## src/rtl/kernel_window_fetch_multi.sv

```systemverilog
// Multi-channel KxK neighbourhood fetch from a pixel ROM with edge clamping.
// Define KWF_ZERO_PAD_EN to zero the taps that fall outside the image instead.
module kernel_window_fetch_multi #(
    parameter int IMG_W  = 64,
    parameter int IMG_H  = 64,
    parameter int K      = 3,
    parameter int CH     = 2,
    parameter int DATA_W = 13,
    parameter int ADDR_W = 12,
    parameter int RD_LAT = 1
) (
    input  logic                       clk,
    input  logic                       rst,
    input  logic                       start,
    input  logic [CH*13-1:0]           idx,
    output logic [CH*ADDR_W-1:0]       addr,
    input  logic [CH*DATA_W-1:0]       data,
    output logic [CH*K*K*DATA_W-1:0]   win,
    output logic                       busy,
    output logic                       done,
    output logic [CH-1:0]              err
);
    localparam int TAPS = K * K;
    localparam int TW   = $clog2(TAPS + 1);
    localparam int HALF = (K - 1) / 2;
    localparam int NPIX = IMG_W * IMG_H;
    localparam logic [12:0] W13 = 13'(IMG_W);

    typedef enum logic [1:0] {IDLE, ISSUE, DRAIN, DONE} state_t;

    state_t              state_reg;
    logic [TW-1:0]       tap_reg;
    logic [1:0]          drain_reg;
    logic [CH*13-1:0]    idx_reg;
    logic                addr_vld_reg;
    logic [RD_LAT-1:0]   pvld_reg;
    logic [TW-1:0]       ptap_reg [RD_LAT];
    logic [DATA_W-1:0]   shadow_reg  [CH][TAPS];
    logic [DATA_W-1:0]   shadow_next [CH][TAPS];
    logic [CH*ADDR_W-1:0]      addr_next;
    logic [CH*TAPS*DATA_W-1:0] win_next;
    logic [CH-1:0]       err_next;
    logic [CH*13-1:0]    idx_sel;
    logic [TW-1:0]       tap_sel;

    // The accepting edge already drives tap 0, so it must use the live idx.
    assign idx_sel = (state_reg == IDLE) ? idx : idx_reg;
    assign tap_sel = (state_reg == IDLE) ? '0 : tap_reg + TW'(1);

    genvar gi, gj;
    generate
        for (gi = 0; gi < CH; gi++) begin : g_ch
            logic [12:0]        row_u, col_u;
            logic signed [15:0] row_s, col_s;
            logic [15:0]        row_cl, col_cl;

            assign row_u = idx_sel[gi*13 +: 13] / W13;
            assign col_u = idx_sel[gi*13 +: 13] % W13;
            assign row_s = 16'(row_u) + 16'(tap_sel / TW'(K)) - 16'(HALF);
            assign col_s = 16'(col_u) + 16'(tap_sel % TW'(K)) - 16'(HALF);
            assign row_cl = (row_s < 0) ? 16'd0 :
                            (row_s > $signed(16'(IMG_H - 1))) ? 16'(IMG_H - 1) : row_s;
            assign col_cl = (col_s < 0) ? 16'd0 :
                            (col_s > $signed(16'(IMG_W - 1))) ? 16'(IMG_W - 1) : col_s;
            assign addr_next[gi*ADDR_W +: ADDR_W] =
                ADDR_W'(32'(row_cl) * 32'(IMG_W) + 32'(col_cl));
            assign err_next[gi] = 32'(idx_reg[gi*13 +: 13]) >= 32'(NPIX);

            for (gj = 0; gj < TAPS; gj++) begin : g_tap
                logic zero_tap;
`ifdef KWF_ZERO_PAD_EN
                localparam int DR = gj / K - HALF;
                localparam int DC = gj % K - HALF;
                logic signed [15:0] pr, pc;
                assign pr = 16'(idx_reg[gi*13 +: 13] / W13) + 16'(DR);
                assign pc = 16'(idx_reg[gi*13 +: 13] % W13) + 16'(DC);
                assign zero_tap = err_next[gi] || (pr < 0) || (pc < 0) ||
                                  (pr > $signed(16'(IMG_H - 1))) ||
                                  (pc > $signed(16'(IMG_W - 1)));
`else
                assign zero_tap = err_next[gi];
`endif
                // Last tap lands on the same edge that raises done, so merge it in.
                assign shadow_next[gi][gj] =
                    (pvld_reg[RD_LAT-1] && ptap_reg[RD_LAT-1] == TW'(gj)) ?
                    data[gi*DATA_W +: DATA_W] : shadow_reg[gi][gj];
                assign win_next[(gi*TAPS+gj)*DATA_W +: DATA_W] =
                    zero_tap ? '0 : shadow_next[gi][gj];
            end
        end
    endgenerate

    always_ff @(posedge clk) begin
        if (rst) begin
            state_reg    <= IDLE;
            tap_reg      <= '0;
            drain_reg    <= '0;
            idx_reg      <= '0;
            addr_vld_reg <= 1'b0;
            busy         <= 1'b0;
            done         <= 1'b0;
            err          <= '0;
            addr         <= '0;
            win          <= '0;
        end else begin
            addr_vld_reg <= 1'b0;
            done         <= 1'b0;
            case (state_reg)
                IDLE: if (start) begin
                    idx_reg      <= idx;
                    addr         <= addr_next;
                    addr_vld_reg <= 1'b1;
                    tap_reg      <= '0;
                    busy         <= 1'b1;
                    state_reg    <= ISSUE;
                end
                ISSUE: if (tap_reg == TW'(TAPS - 1)) begin
                    drain_reg <= '0;
                    state_reg <= DRAIN;
                end else begin
                    tap_reg      <= tap_reg + TW'(1);
                    addr         <= addr_next;
                    addr_vld_reg <= 1'b1;
                end
                DRAIN: if (drain_reg == 2'(RD_LAT - 1)) begin
                    busy      <= 1'b0;
                    done      <= 1'b1;
                    err       <= err_next;
                    win       <= win_next;
                    state_reg <= DONE;
                end else begin
                    drain_reg <= drain_reg + 2'd1;
                end
                DONE:    state_reg <= IDLE;
                default: state_reg <= IDLE;
            endcase
        end
    end

    // Tap tags ride alongside the ROM latency so each return finds its slot.
    always_ff @(posedge clk) begin
        if (rst) begin
            for (int i = 0; i < RD_LAT; i++) begin
                pvld_reg[i] <= 1'b0;
                ptap_reg[i] <= '0;
            end
            for (int c = 0; c < CH; c++)
                for (int t = 0; t < TAPS; t++)
                    shadow_reg[c][t] <= '0;
        end else begin
            pvld_reg[0] <= addr_vld_reg;
            ptap_reg[0] <= tap_reg;
            for (int i = 1; i < RD_LAT; i++) begin
                pvld_reg[i] <= pvld_reg[i-1];
                ptap_reg[i] <= ptap_reg[i-1];
            end
            for (int c = 0; c < CH; c++)
                for (int t = 0; t < TAPS; t++)
                    shadow_reg[c][t] <= shadow_next[c][t];
        end
    end
endmodule

```

## config.mk

```make
export PLATFORM = sky130hd
export DESIGN_NAME = kernel_window_fetch_multi
export DESIGN_NICKNAME = d
export VERILOG_FILES = /design/src/rtl/kernel_window_fetch_multi.sv
export SDC_FILE = /design/constraint.sdc
export NUM_CORES = 1
export LEC_CHECK = 0
export CORE_AREA = 5 5 197 199
export DETAILED_ROUTE_END_ITERATION = 10
export DIE_AREA = 0 0 202 204
export GPL_TIMING_DRIVEN = 0
export PLACE_DENSITY = 0.84
export SYNTH_ARGS = -nofsm -noshare
export SYNTH_HDL_FRONTEND = slang
export SYNTH_SLANG_ARGS = --single-unit
```

## constraint.sdc

```tcl
create_clock -name clk -period 9.7 [get_ports clk]
set_clock_uncertainty 0.15 [all_clocks]
set_input_delay 2.91 -clock clk [delete_from_list [all_inputs] [get_ports clk]]
set_output_delay 2.91 -clock clk [all_outputs]
set_load 0.005 [all_outputs]
```

==> results of run 1 <==
==> cells in the mapped netlist (9+ instances only) <==
cell	number	area, um^2
a21o_1	14	105
xor2_1	9	78.8
nand2_1	519	1950
clkbuf_1	157	589
buf_1	17	63.8
inv_1	91	342
nor3_1	14	70.1
xnor2_1	19	166
a22o_1	236	2070
o31ai_1	15	113
o21ai_0	21	105
nand2b_1	12	75.1
ha_1	74	926
mux2i_1	66	661
nand3_1	21	105
a21oi_1	294	1470
dfxtp_1	536	10700
nor2_1	83	312
==> metrics by stage <==
step | power, mW | cells | cell area, um^2
6_report | 6.62 | 3198 | 26400
5_1_grt | 6.96 | 3198 | 26400
4_1_cts | 6.59 | 3197 | 26400
3_5_place_dp | 4.47 | 3103 | 24600
3_3_place_gp | 4.39 | 3103 | 24600
2_1_floorplan | 3.91 | 2339 | 21100
==> cell type report <==
cell class              count  area (um^2)
plain buffers             175          658
clock buffers              72         1470
clock inverters            22          337
fillers                  2632        10600
inverters                  91          342
multi-input cells        1537         9370
flip-flops and latches    536        10700
well taps                 474          593
repair buffers            291         2910
==> worst paths after layout <==
| kind | to | start |
|---|---|---|
| setup / recovery | addr[16]$_SDFFE_PP0P_ | tap_reg[0]$_SDFFE_PP0P_ |
| hold / removal | pvld_reg$_SDFF_PP0_ | addr_vld_reg$_SDFF_PP0_ |
| setup reg to reg | addr[16]$_SDFFE_PP0P_ | tap_reg[0]$_SDFFE_PP0P_ |
| hold reg to reg | pvld_reg$_SDFF_PP0_ | addr_vld_reg$_SDFF_PP0_ |
==> kinds of logic after synthesis <==
family          count (synthesis)  synth area share
simple gates                  703             0.138
compound gates                644             0.210
mux                            70            0.0335
other cells                     2          0.000357
buf+inv                       266            0.0475
fa+ha+maj                      80            0.0497
xor+xnor                       28            0.0116
flops                         536             0.509
==> cells in the final DEF (no fill, tap or decap), types with 51 or more instances in the layout <==
master and n:
clkdlybuf4s50_1 290, clkbuf_1 167, ha_1 74, dfxtp_1 536, a21oi_1 294, clkbuf_16 51
nand2_1 519, nor2_1 83, mux2i_1 66, inv_1 91, a22o_1 236
==> power by group through the flow <==
stage | combinational [mW] | sequential (mW) | clock [mW]
after floorplan | 1.53 | 2.37 | 0
after global placement | 2.01 | 2.38 | 0
after detailed placement | 2.09 | 2.38 | 0
after CTS | 2.12 | 2.33 | 2.14
after global routing | 2.39 | 2.34 | 2.23
final | 2.16 | 2.33 | 2.12
==> per-layer routing <==
layer,share of wire,global-route usage,up-vias,wire [um]
met5,0,0,-,0
met4,0.055,0.158,0,3620
met3,0.084,0.0601,204,5520
met2,0.47,0.511,917,30800
met1,0.39,0.368,8926,25500
li1,-,-,8733,-
==> metrics.cfg, run 1 <==
[min_path]
hold_class=flop to flop
min_path_cells=1

[floorplanning]
io_pins=317
initial_core_util=0.569
die_x_um=202
die-height_um=204
core_region_area_um2=37000
die-area_um2=41200
row_count=71

[clocking]
clkTransAtPathRegs_ns=0.07
clockBufferDepth=3
numCtsBuffers=50
cts-root-buf=clkbuf_16
cts_setup_buffers=0
cts_num_sinks=536
ctsHoldBuffers=0
post_cts_resized=0
clk_latency_ns=0.60
htreeDepth=2
cts_tree=yes

[setup_path]
crit_required_ns=10.02
rrSetupSlack_ns=2.24
crit_slowest_cell=dfxtp_1
reg2reg_depth=27
arrival_ns=7.78
crit_cells=27
cpPeakStageDelay_ns=0.50
critical_path_class=flop to flop
crit_fanout=8
timing.critical_path.to_type=flop
start_kind=flop
cp_num_buf_inv=3
crit_path_frequent_cell=ha_1
cpLargestDelayFamily=simple AND/OR/NAND/NOR gates

[routing]
drt_iter0_markers=1434
final_antenna_net_count=0
drc=0
routed_via_density=5.87
drt-pass1-iter-count=9
totalWireLength_mm=65.4
wl_per_cell_um=20.5
vias=18800

[layout]
num_antenna_cells=0
final_util=0.713
area_growth_pct=25.4
drive_above_1_share=0.0378
final_nets=2817

[placement]
gp_congestion=0.903
place_ws_ns=2.36
io_buffers=290
hpwl_mm=47.2

[power_and_ir_drop]
comb_power_share=0.326
power_frac_seq=0.353
p_leak_nw=10.3
p_sw_mw=2.24
pwr-share-clk=0.321
irDropWorstVdd_v=0.000221
internal_power_mw=4.38
switching_share=0.339
powerDensity_nw_per_um2=251

[sta]
setup_viol=0
slew_violations=0
fin_hold_ws_ns=0.288
finalCritPeriodShare=0.769
relSlewSlack=0.100
fmax_ghz=0.134
rsz0062_at_grt=no
min_period_ns=7.46
layout_setup_ws_ns=2.24
hold_viol_final=0
tns_ns=0
tightest_slew_ns=1.34

[logic_synthesis]
synth_edf_count=0
synthDistinctLibCells=69
synthCells=2329
ys_ff_latch=536
syn_area_per_cell_um2=9.04
async_flop_share=0
syn_area_um2=21100
yosys_most_used_dff=dfxtp_1
ys_warn_count=0
synth_seq_area_share=0.509

[outcome]
status=completed

[global_route]
grt_use_total=0.302
grt_overflow=0
antenna_found_initial=0
grt_max_degree=16
grt_pass1_wl_mm=99.8
grt_pass1_vias=18300

[run]
cap_viol_max_count=0

(Power assumes the default switching activity.)
==> run 2, diff against run 1 <==
- CORE_AREA: 5 5 197 199 -> 5 5 204 206
- DIE_AREA: 0 0 202 204 -> 0 0 209 211
- PLACE_DENSITY: 0.84 -> 0.79
- clock period: 9.7 -> 7 ns (I/O delays scaled with it)
==> run 2 against run 1 <==
Against the previous run:
- core utilization is 4.2 points lower
- critical path depth grew 1
- clock power increased by 33%
- critical endpoint unchanged
==> metrics.cfg, run 2 (synthesis gave the netlist of run 1 again) <==
[clocking]
clockBufferDepth=3
cts-root-buf=clkbuf_16
cts_tree=yes
htreeDepth=2
cts_num_sinks=536
numCtsBuffers=52
clk_latency_ns=0.61
clkTransAtPathRegs_ns=0.06
ctsHoldBuffers=0

[floorplanning]
core_region_area_um2=39500
die-height_um=211
initial_core_util=0.534
io_pins=317
die-area_um2=44100
die_x_um=209
row_count=73

[setup_path]
crit_slowest_cell=or3b_2
crit_required_ns=7.30
cp_num_buf_inv=4
crit_path_frequent_cell=ha_1
critical_path_class=flop to flop
cpLargestDelayFamily=simple AND/OR/NAND/NOR gates
timing.critical_path.to_type=flop
arrival_ns=7.00
start_kind=flop
crit_fanout=8
cpPeakStageDelay_ns=0.52

[sta]
rsz0062_at_grt=yes
finalCritPeriodShare=0.957
tightest_slew_ns=1.23
fin_hold_ws_ns=0.291
fmax_ghz=0.149
hold_viol_final=0
setup_viol=0
relSlewSlack=0.175
slew_violations=0
min_period_ns=6.70

[routing]
drc=0
final_antenna_net_count=0
routed_via_density=5.72
vias=18600
totalWireLength_mm=65.9
wl_per_cell_um=20.3
drt-pass1-iter-count=7
drt_iter0_markers=1407

[global_route]
grt_pass1_vias=17900
grt_use_total=0.281
grtUsageMet2=0.463
grtUsageMet3=0.0769
grt_overflow=0
grt_pass1_wl_mm=99.6
antenna_found_initial=0
grtUsageMet1=0.346
grt_max_degree=15
grt-busiest-layer=met2

[power_and_ir_drop]
switching_share=0.343
internal_power_mw=5.95
comb_power_share=0.331
irDropWorstVdd_v=0.000315
powerDensity_nw_per_um2=342
p_total_mw=9.06
pwr-share-clk=0.312
p_sw_mw=3.10
p_leak_nw=10.3
power_frac_seq=0.357

[placement]
hpwl_mm=48.0
gp_congestion=0.895
io_buffers=290
placed_cell_area_um2=24700

[layout]
layout_commonest_cell=dfxtp_1
drive_above_1_share=0.0426
final_nets=2822
area_growth_pct=25.7
final_cell_mix=535 x dfxtp_1, 519 x nand2_1, 292 x a21oi_1
num_antenna_cells=0
finalInstanceArea_um2=26500

[min_path]
hold_class=flop to flop

[run]
cap_viol_max_count=0

[outcome]
status=completed

## run 2: final timing paths
kind,cells past startpoint,from,endpoint,slack (ns)
min reg2reg,1,addr_vld_reg$_SDFF_PP0_,pvld_reg$_SDFF_PP0_,0.29
min,1,addr_vld_reg$_SDFF_PP0_,pvld_reg$_SDFF_PP0_,0.29
max,28,tap_reg[1]$_SDFFE_PP0P_,addr[16]$_SDFFE_PP0P_,0.30
max reg2reg,28,tap_reg[1]$_SDFFE_PP0P_,addr[16]$_SDFFE_PP0P_,0.30
## run 2: metrics by stage
| stage | setup slack, ns | utilization | std cells | setup TNS, ns |
|---|---|---|---|---|
| 4_1_cts | 0.000499 | 0.670 | 3250 | 0 |
| 2_1_floorplan | 0.879 | - | 2339 | 0 |
| 3_3_place_gp | -0.200 | 0.625 | 3154 | -0.508 |
| 5_1_grt | -0.0935 | 0.671 | 3251 | -0.0935 |
| 3_5_place_dp | -0.371 | 0.626 | 3155 | -1.79 |
| 6_report | 0.300 | 0.671 | 3251 | 0 |
## run 2: repair_timing
item / 4_1_cts / 5_1_grt
setup buffers: 2 / 2
endpoints found under the setup margin: 12 / 17
endpoints found under the hold margin: 0 / 0
gates resized for setup: 4 / 10
pin swaps: 1 / 1
## run 2: power groups by stage
stage	combinational (mW)	sequential [mW]	clock (mW)
3_5_place_dp	2.90	3.30	0
5_1_grt	3.34	3.24	2.97
4_1_cts	2.94	3.23	2.84
2_1_floorplan	2.12	3.29	0
6_report	2.99	3.24	2.83
3_3_place_gp	2.80	3.29	0
## run 2: final cells by class
class	count	area, um^2
sequential	536	10700
clock buffer	72	1490
clock inverter	21	228
tap	525	657
timing repair buffer	295	2950
buffer	174	654
fill	3078	13000
multi-input combinational	1537	9430
inverter	91	342
## run 2: layer usage
metal,routed length (um),vias up
li1,-,8735
met1,26000,8842
met2,30700,830
met3,5940,186
met4,3220,0
met5,0,-
